[src/rtl/activation_step_controller_if.sv]
// activation_step_controller_if: element-side bus (mp_valid/mp_ready, act_en/act_clear/threshold/step_idx, out_valid/out_ready)
interface activation_step_controller_if #(
  parameter int DATA_WIDTH = 16,
  parameter int STEP_WIDTH = 8
);
  logic mp_valid;
  logic mp_ready;
  logic act_en;
  logic act_clear;
  logic [DATA_WIDTH-1:0] threshold;
  logic [STEP_WIDTH-1:0] step_idx;
  logic out_valid;
  logic out_ready;
  modport master (
    input  mp_valid, out_ready,
    output mp_ready, act_en, act_clear, threshold, step_idx, out_valid
  );
  modport slave (
    output mp_valid, out_ready,
    input  mp_ready, act_en, act_clear, threshold, step_idx, out_valid
  );
endinterface

[src/rtl/activation_step_controller.sv]
// activation_step_controller: clear -> num_steps handshaked timesteps -> drain -> readout pass; ports clk/rstn, start/abort/num_steps/threshold_in in, busy/done out, element bus via master modport
module activation_step_controller #(
  parameter int DATA_WIDTH  = 16,
  parameter int STEP_WIDTH  = 8,
  parameter int ACC_LATENCY = 2
) (
  input  logic                  clk,
  input  logic                  rstn,
  input  logic                  start,
  input  logic                  abort,
  input  logic [STEP_WIDTH-1:0] num_steps,
  input  logic [DATA_WIDTH-1:0] threshold_in,
  output logic                  busy,
  output logic                  done,
  activation_step_controller_if.master bus
);
  localparam int CW = $clog2(ACC_LATENCY + 1);
  typedef enum logic [2:0] {IDLE, CLEAR, RUN, DRAIN, OUTPUT, DONE} state_t;
  state_t state, state_n;
  logic [STEP_WIDTH-1:0] n_q, step_q;
  logic [DATA_WIDTH-1:0] thr_q;
  logic [CW-1:0] cnt_q;
  logic hs, last;
  assign last = step_q == n_q - 1'b1;
  always_ff @(posedge clk or negedge rstn)
    if (!rstn) begin
      state  <= IDLE;
      n_q    <= '0;
      thr_q  <= '0;
      step_q <= '0;
      cnt_q  <= '0;
    end else begin
      state <= state_n;
      if (state == IDLE && start) begin
        n_q   <= num_steps;
        thr_q <= threshold_in;
      end
      if (state == CLEAR) step_q <= '0;
      else if (hs) step_q <= step_q + 1'b1;
      if (hs && last) cnt_q <= CW'(ACC_LATENCY - 1);
      else if (state == DRAIN) cnt_q <= cnt_q - 1'b1;
    end
  always_comb begin
    state_n = state;
    hs = 1'b0;
    if (state == IDLE) state_n = start ? CLEAR : IDLE;
    else if (abort) state_n = IDLE;
    else
      case (state)
        CLEAR:  state_n = n_q == '0 ? DONE : RUN;
        RUN: begin
          hs = bus.mp_valid;
          state_n = hs && last ? DRAIN : RUN;
        end
        DRAIN:  state_n = cnt_q == '0 ? OUTPUT : DRAIN;
        OUTPUT: state_n = bus.out_ready ? DONE : OUTPUT;
        default: state_n = IDLE;
      endcase
  end
  assign bus.mp_ready  = state == RUN && !abort;
  assign bus.act_en    = hs;
  assign bus.act_clear = state == CLEAR || (state != IDLE && abort);
  assign bus.threshold = thr_q;
  assign bus.step_idx  = step_q;
  assign bus.out_valid = state == OUTPUT;
  assign busy = state != IDLE;
  assign done = state == DONE && !abort;
endmodule

[src/flat_wrapper.sv]
// flat-port wrapper written by rule: the top's interface ports become plain ports
module activation_step_controller_flat 
#(
  parameter int DATA_WIDTH  = 16,
  parameter int STEP_WIDTH  = 8,
  parameter int ACC_LATENCY = 2
)
  (clk, rstn, start, abort, num_steps, threshold_in, busy, done, bus_mp_valid, bus_out_ready, bus_mp_ready, bus_act_en, bus_act_clear, bus_threshold, bus_step_idx, bus_out_valid);
  activation_step_controller_if #(.DATA_WIDTH(DATA_WIDTH), .STEP_WIDTH(STEP_WIDTH)) bus_i ();
  input  logic clk;
  input  logic rstn;
  input  logic start;
  input  logic abort;
  input  logic [STEP_WIDTH-1:0] num_steps;
  input  logic [DATA_WIDTH-1:0] threshold_in;
  output logic busy;
  output logic done;
  input wire logic [$bits(bus_i.mp_valid)-1:0] bus_mp_valid;
  input wire logic [$bits(bus_i.out_ready)-1:0] bus_out_ready;
  output wire logic [$bits(bus_i.mp_ready)-1:0] bus_mp_ready;
  output wire logic [$bits(bus_i.act_en)-1:0] bus_act_en;
  output wire logic [$bits(bus_i.act_clear)-1:0] bus_act_clear;
  output wire logic [$bits(bus_i.threshold)-1:0] bus_threshold;
  output wire logic [$bits(bus_i.step_idx)-1:0] bus_step_idx;
  output wire logic [$bits(bus_i.out_valid)-1:0] bus_out_valid;
  assign bus_i.mp_valid = bus_mp_valid;
  assign bus_i.out_ready = bus_out_ready;
  assign bus_mp_ready = bus_i.mp_ready;
  assign bus_act_en = bus_i.act_en;
  assign bus_act_clear = bus_i.act_clear;
  assign bus_threshold = bus_i.threshold;
  assign bus_step_idx = bus_i.step_idx;
  assign bus_out_valid = bus_i.out_valid;
  activation_step_controller #(.DATA_WIDTH(DATA_WIDTH), .STEP_WIDTH(STEP_WIDTH), .ACC_LATENCY(ACC_LATENCY)) u_core (.clk(clk), .rstn(rstn), .start(start), .abort(abort), .num_steps(num_steps), .threshold_in(threshold_in), .busy(busy), .done(done), .bus(bus_i));
endmodule
[config.mk]
export PLATFORM = sky130hd
export DESIGN_NAME = activation_step_controller_flat
export DESIGN_NICKNAME = d
export VERILOG_FILES = /design/src/rtl/activation_step_controller_if.sv /design/src/rtl/activation_step_controller.sv /design/src/flat_wrapper.sv
export SDC_FILE = /design/constraint.sdc
export NUM_CORES = 1
export LEC_CHECK = 0
export CORE_MARGIN = 10
export CORE_UTILIZATION = 46
export DETAILED_ROUTE_END_ITERATION = 8
export GPL_TIMING_DRIVEN = 0
export PLACE_DENSITY = 0.9
export SLEW_MARGIN = 20
export SYNTH_ARGS = -nofsm -noshare
export SYNTH_HDL_FRONTEND = slang
export SYNTH_SLANG_ARGS = --single-unit
[constraint.sdc]
create_clock -name clk -period 2.1 [get_ports clk]
set_clock_uncertainty 0.1 [all_clocks]
set_input_delay 0.42 -clock clk [delete_from_list [all_inputs] [get_ports clk]]
set_output_delay 0.42 -clock clk [all_outputs]
set_load 0.005 [all_outputs]
### Word-level counts from Yosys, hierarchy flattened

Index checks and enable logic that the tools add are counted.

| word-level totals | value |
|---|---|
| flip-flop bits (word level) | 37 |
| input port bits | 30 |
| output and inout bits | 30 |
| logic and storage cells | 43 |

| cells by class | value |
|---|---|
| add/sub/neg operators | 3 |
| equal/unequal tests | 6 |
| muxes and demuxes | 15 |
| reduce and logical (&&, ||, !) cells | 14 |

Operators with widths:

| kind | count |
|---|---|
| two-way mux 8 bit | 2 |
| two-way mux 3 bit | 4 |
| case mux 3 bit (4 select lines) | 1 |
| adder 8 x 1 -> 8 bit, second input constant | 1 |
| == test 8 bit | 1 |
| zero test 8 bit | 1 |
| subtractor 8 x 1 -> 8 bit, second input constant | 1 |
| == test 3 x 2 -> 1 bit, second input constant | 2 |
| == test 3 bit, second input constant | 2 |
| logical AND 1 bit | 6 |
| two-way mux 1 bit | 6 |
| two-way mux 2 bit | 2 |
| nonzero test 2 bit | 2 |
| == test 3 x 1 -> 1 bit, second input constant | 1 |
| zero test 3 bit | 1 |
| nonzero test 3 bit | 1 |
| zero test 2 bit | 1 |
| subtractor 2 x 1 -> 2 bit, second input constant | 1 |
| zero test 1 bit | 1 |
| logical OR 1 bit | 1 |

### Depth between registers and ports, before layout

| logic depth | value |
|---|---|
| depth after elaboration | 7 |
| mapped depth | 7 |
| mapped depth without buffers | 7 |

### Least setup slack after synthesis

Ideal clock, no wire load.

| path | value |
|---|---|
| kind | register -> register |
| start point | reg u_core.state[2] |
| end point | reg u_core.thr_q[10], in the netlist u_core.bus.threshold[10] |
| setup time | 0.125 ns |
| arrival time | 1.717 ns |
| required time | 1.875 ns |
| slack | 0.158 ns |
| cell stages (with the launch flop) | 7 |
| cell sequence | dfrtp_1 -> buf_2 -> or3_1 -> clkbuf_1 -> nor2_4 -> buf_4 -> mux2_2 |

| on the way | value |
|---|---|
| word-level cells in the longest chain between the ends | 2 |

Ends and longest elaborated chain:

| element | RTL line | text |
|---|---|---|
| from (decl) | activation_step_controller.sv:19 | `state_t state, state_n;` |
| from (signal assigned) | activation_step_controller.sv:33 | `state <= state_n;` |
| zero test 3 bit | activation_step_controller.sv:34 | `if (state == IDLE && start) begin` |
| logical AND 1 bit | activation_step_controller.sv:34 |  |
| to (signal assigned) | activation_step_controller.sv:36 | `thr_q <= threshold_in;` |
| to (decl) | activation_step_controller.sv:21 | `logic [DATA_WIDTH-1:0] thr_q;` |

No other way between the ends.
A chain may end at the register's enable or synchronous reset.

### Worst setup path in the final report

| path | value |
|---|---|
| start point | in bus_mp_valid |
| end point | out bus_act_en |

| on the way | value |
|---|---|
| word-level cells in the longest chain between the ends | 3 |

Ends and longest elaborated chain:

| element | RTL line | text |
|---|---|---|
| from (decl) | flat_wrapper.sv:18 | `input wire logic [$bits(bus_i.mp_valid)-1:0] bus_mp_valid;` |
| two-way mux 1 bit | activation_step_controller.sv:49 | `case (state)` |
| two-way mux 1 bit | activation_step_controller.sv:47 | `else if (abort) state_n = IDLE;` |
| two-way mux 1 bit | activation_step_controller.sv:46 | `if (state == IDLE) state_n = start ? CLEAR : IDLE;` |
| to (decl) | flat_wrapper.sv:21 | `output wire logic [$bits(bus_i.act_en)-1:0] bus_act_en;` |

No other way between the ends.

==> impl_metrics.env <==
export IMPL_groute_usage_overall_pct=13.43
export IMPL_worst_endpoint_required_ns=1.58
export IMPL_max_slew_worst_pin_slew_ns=0.4680
export IMPL_num_vias=1513
export IMPL_detailedRoute_firstIterationViolations=163
export IMPL_io_pins=60
export IMPL_met2_length_um=2521
export IMPL_tritoncts_num_buffers=5
export IMPL_fp_coreArea_um2=3943
export IMPL_drt_pass1_iter_count=4
export IMPL_ordered_list_of_cells_on_the_worst_path="clkdlybuf4s50_1 > nand4bb_4 > nor2_4 > dlygate4sd2_1"
export IMPL_vias_per_cell=5.272
export IMPL_mappedNetlistNets=199
export IMPL_worstPathArrival_ns=1.55
export IMPL_drt_met1_wl_um=1781
export IMPL_final_period_minus_worst_setup_slack_ns=2.071
export IMPL_nets=269
export IMPL_worst_setup_path_start_kind="primary input"
export IMPL_detail_route_antenna_nets=0
export IMPL_die_y_um=83.47
export IMPL_fill_cells=299
export IMPL_drt_wirelength_per_cell_um=16.61
export IMPL_worst_path_max_fanout=4
export IMPL_cts_max_level=2
export IMPL_postSynthAreaPerCell_um2=11.16
export IMPL_grt_pass1_wl_um=7734
export IMPL_cell_count_of_the_worst_hold_path=1
export IMPL_layout_cells_most_common_list="clkdlybuf4s50_1, dfrtp_1, mux2_2"
export IMPL_power_per_cell_area_nw_per_um2=1111
export IMPL_vdd_drop_max_v=0.0007595
export IMPL_grt_antenna_before_repair=0
export IMPL_clkLatencyLatePin_ns=0.29
export IMPL_synth_seq_area_share_pct=49.97
export IMPL_synth_cells=166
export IMPL_cts_root_to_sink_buffers=2
export IMPL_synth_distinct_cells=40
export IMPL_critical_path_max_stage_delay_ns=0.52
export IMPL_timing_final_hold_violations=0
export IMPL_top_layer="met4"
export IMPL_cap_viol_max_count=0
export IMPL_final_cells=287
export IMPL_finalMaxSlewViolations=0
export IMPL_commonest_non_fill_non_tap_cell_in_the_layout="clkdlybuf4s50_1"
export IMPL_ys_warn_count=0
export IMPL_clock_tree_root_cell="clkbuf_8"
export IMPL_dr_wl_met3_um=380
export IMPL_drt_drc_violations_left=0
export IMPL_hold_path_end="u_core.bus.threshold[3]"
export IMPL_pre_cts_setup_slack_ns=-0.4966
export IMPL_regToRegEndpoint="u_core.bus.threshold[14]"
export IMPL_synth_enable_flop_cells=0
export IMPL_cts_tree="done"
export IMPL_fmax_mhz=482.9
export IMPL_layout_setup_ws_ns=0.02915
export IMPL_timing_critical_path_slowest_stage_cell="clkdlybuf4s50_1"
export IMPL_unrepaired_setup_endpoints_after_global_routing="false"
export IMPL_die_w_um=83.47
export IMPL_antenna_cells_inserted=0
export IMPL_grt_ovfl_total=0
export IMPL_routability_congestion_estimate_from_global_placement=0.8155
export IMPL_dpl_hpwl_um=3505
export IMPL_drive_gt1_share_pct=21.52
export IMPL_outcome="finished, final reports clean"
export IMPL_critical_path_class="primary input to primary output"
export IMPL_initial_core_util_pct=47.00
export IMPL_place_port_buffers=59
export IMPL_setup_viol_count_final=0
export IMPL_worst_r2r_cell_count=5
export IMPL_stdcell_area_um2=2711
export IMPL_grt_max_degree=20
export IMPL_r2r_setup_slack_ns=0.10
export IMPL_synth_ff_type="dfrtp_1"
export IMPL_synth_register_bits=37
export IMPL_syn_to_final_growth_pct=46.32
export IMPL_reg2reg_from="u_core.state[2]"
export IMPL_critical_path_endpoint_type="primary output"
export IMPL_maxSlewHeadroom_pct=68.31
export IMPL_synth_cell_area_um2=1853
export IMPL_final_setup_tns_ns=0
export IMPL_clock_sinks=37
export IMPL_clk_pin_slew_worst_paths_ns=0.06
export IMPL_first_global_vias=1618
export IMPL_place_area_um2=2529
export IMPL_place_inst=276
export IMPL_num_rows=23
export IMPL_finalCritPeriodShare_pct=98.61
export IMPL_hp_class="flip-flop to flip-flop"
export IMPL_die_area_um2=6967
export IMPL_async_flop_share_pct=100.0
export IMPL_power_leakage_nw=1.149
export IMPL_holdCritStartpoint="u_core.bus.threshold[3]"
export IMPL_drt_wl_total_um=4768
## flip-flops by register name, summed over array words and instances, names as in the netlist
signal                flops
u_core.bus.threshold     16
u_core.bus.step_idx       8
u_core.n_q                8
u_core.state              3
u_core.cnt_q              2
## layer usage
metal  global-route usage [%]  vias to the layer above
li1                         -                      725
met1                    12.97                      735
met2                    24.51                       44
met3                    6.348                        9
met4                    4.414                        0
met5                        0                        -
## kinds of logic after synthesis
kind of cell	synth area share, %
AND/OR/NAND/NOR	15.80
flip-flops	49.97
AO/OA/AOI/OAI	7.834
multiplexers	13.37
XOR/XNOR	8.035
buffers and inverters	2.971
adder cells (fa/ha/maj)	2.026
## metrics by stage
step | total power, W | util, % | hold slack, ns
after CTS | 0.003019 | 68.52 | 0.4095
after detailed placement | 0.002479 | 64.14 | 0.3028
after global placement | 0.002421 | 63.57 | 0.3893
final | 0.003011 | 68.77 | 0.4073
after global routing | 0.003236 | 68.77 | 0.4257
after floorplan | 0.001871 | - | 0.02441
## power by group
group	switching [W]	internal [W]	leakage, nW
Sequential	0.000202	0.000973	0.454
Combinational	0.000550	0.000816	0.655
Clock	0.000235	0.000236	0.0395
Total	0.000987	0.00202	1.15
## synth_stat cells (2+ instances only)
master	count	area share, %
nor2_1	11	2.2
xnor2_1	10	4.7
nand2_1	12	2.4
and3_1	3	1.0
inv_1	6	1.2
or3_1	2	0.68
mux2_2	22	13
dfrtp_1	37	50
nor3b_1	2	0.81
nor2b_1	3	1.0
nand4_1	2	0.68
nand2b_1	2	0.68
buf_2	2	0.54
clkbuf_1	2	0.41
a21oi_1	4	1.1
o21ai_0	6	1.6
xor2_1	7	3.3
nor3_1	6	1.6
o31ai_1	3	1.2
ha_1	3	2.0
buf_4	2	0.81
## area by class of cell
| cell class | instances | area, um^2 | area share (%) |
|---|---|---|---|
| tap | 50 | 62.56 | 2.307 |
| timing repair buffer | 64 | 633.1 | 23.35 |
| inverter | 6 | 22.52 | 0.8306 |
| buffer | 5 | 47.55 | 1.754 |
| multi-input combinational | 117 | 937.1 | 34.56 |
| sequential | 37 | 928.4 | 34.24 |
| clock buffer | 8 | 80.08 | 2.953 |
## critical path, delay by kind of cell
kind                   cells  cell delay, ns
buffers and inverters      2            0.79
and+or+nand+nor            2            0.34
## worst max-delay path by stage
stage	endpoint	slack (ns)	startpoint	depth (start not counted)
global route	bus_act_en	0.005	bus_mp_valid	4
global placement	bus_act_clear	-0.50	u_core.state[1]	5
CTS	bus_act_clear	0.04	u_core.state[0]	4
finish	bus_act_en	0.03	bus_mp_valid	4
detailed placement	bus_act_clear	-0.50	u_core.state[1]	5
floorplan	u_core.bus.threshold[10]	0.16	u_core.state[2]	6
## what timing repair did
action,CTS,global route
hold buffers,1,0
endpoints found under the setup margin,19,4
resized for setup,26,3
pin swaps,3,1
endpoints found under the hold margin,18,0
buffers inserted,2,1
No activity file was read; power rests on OpenSTA's default activity.
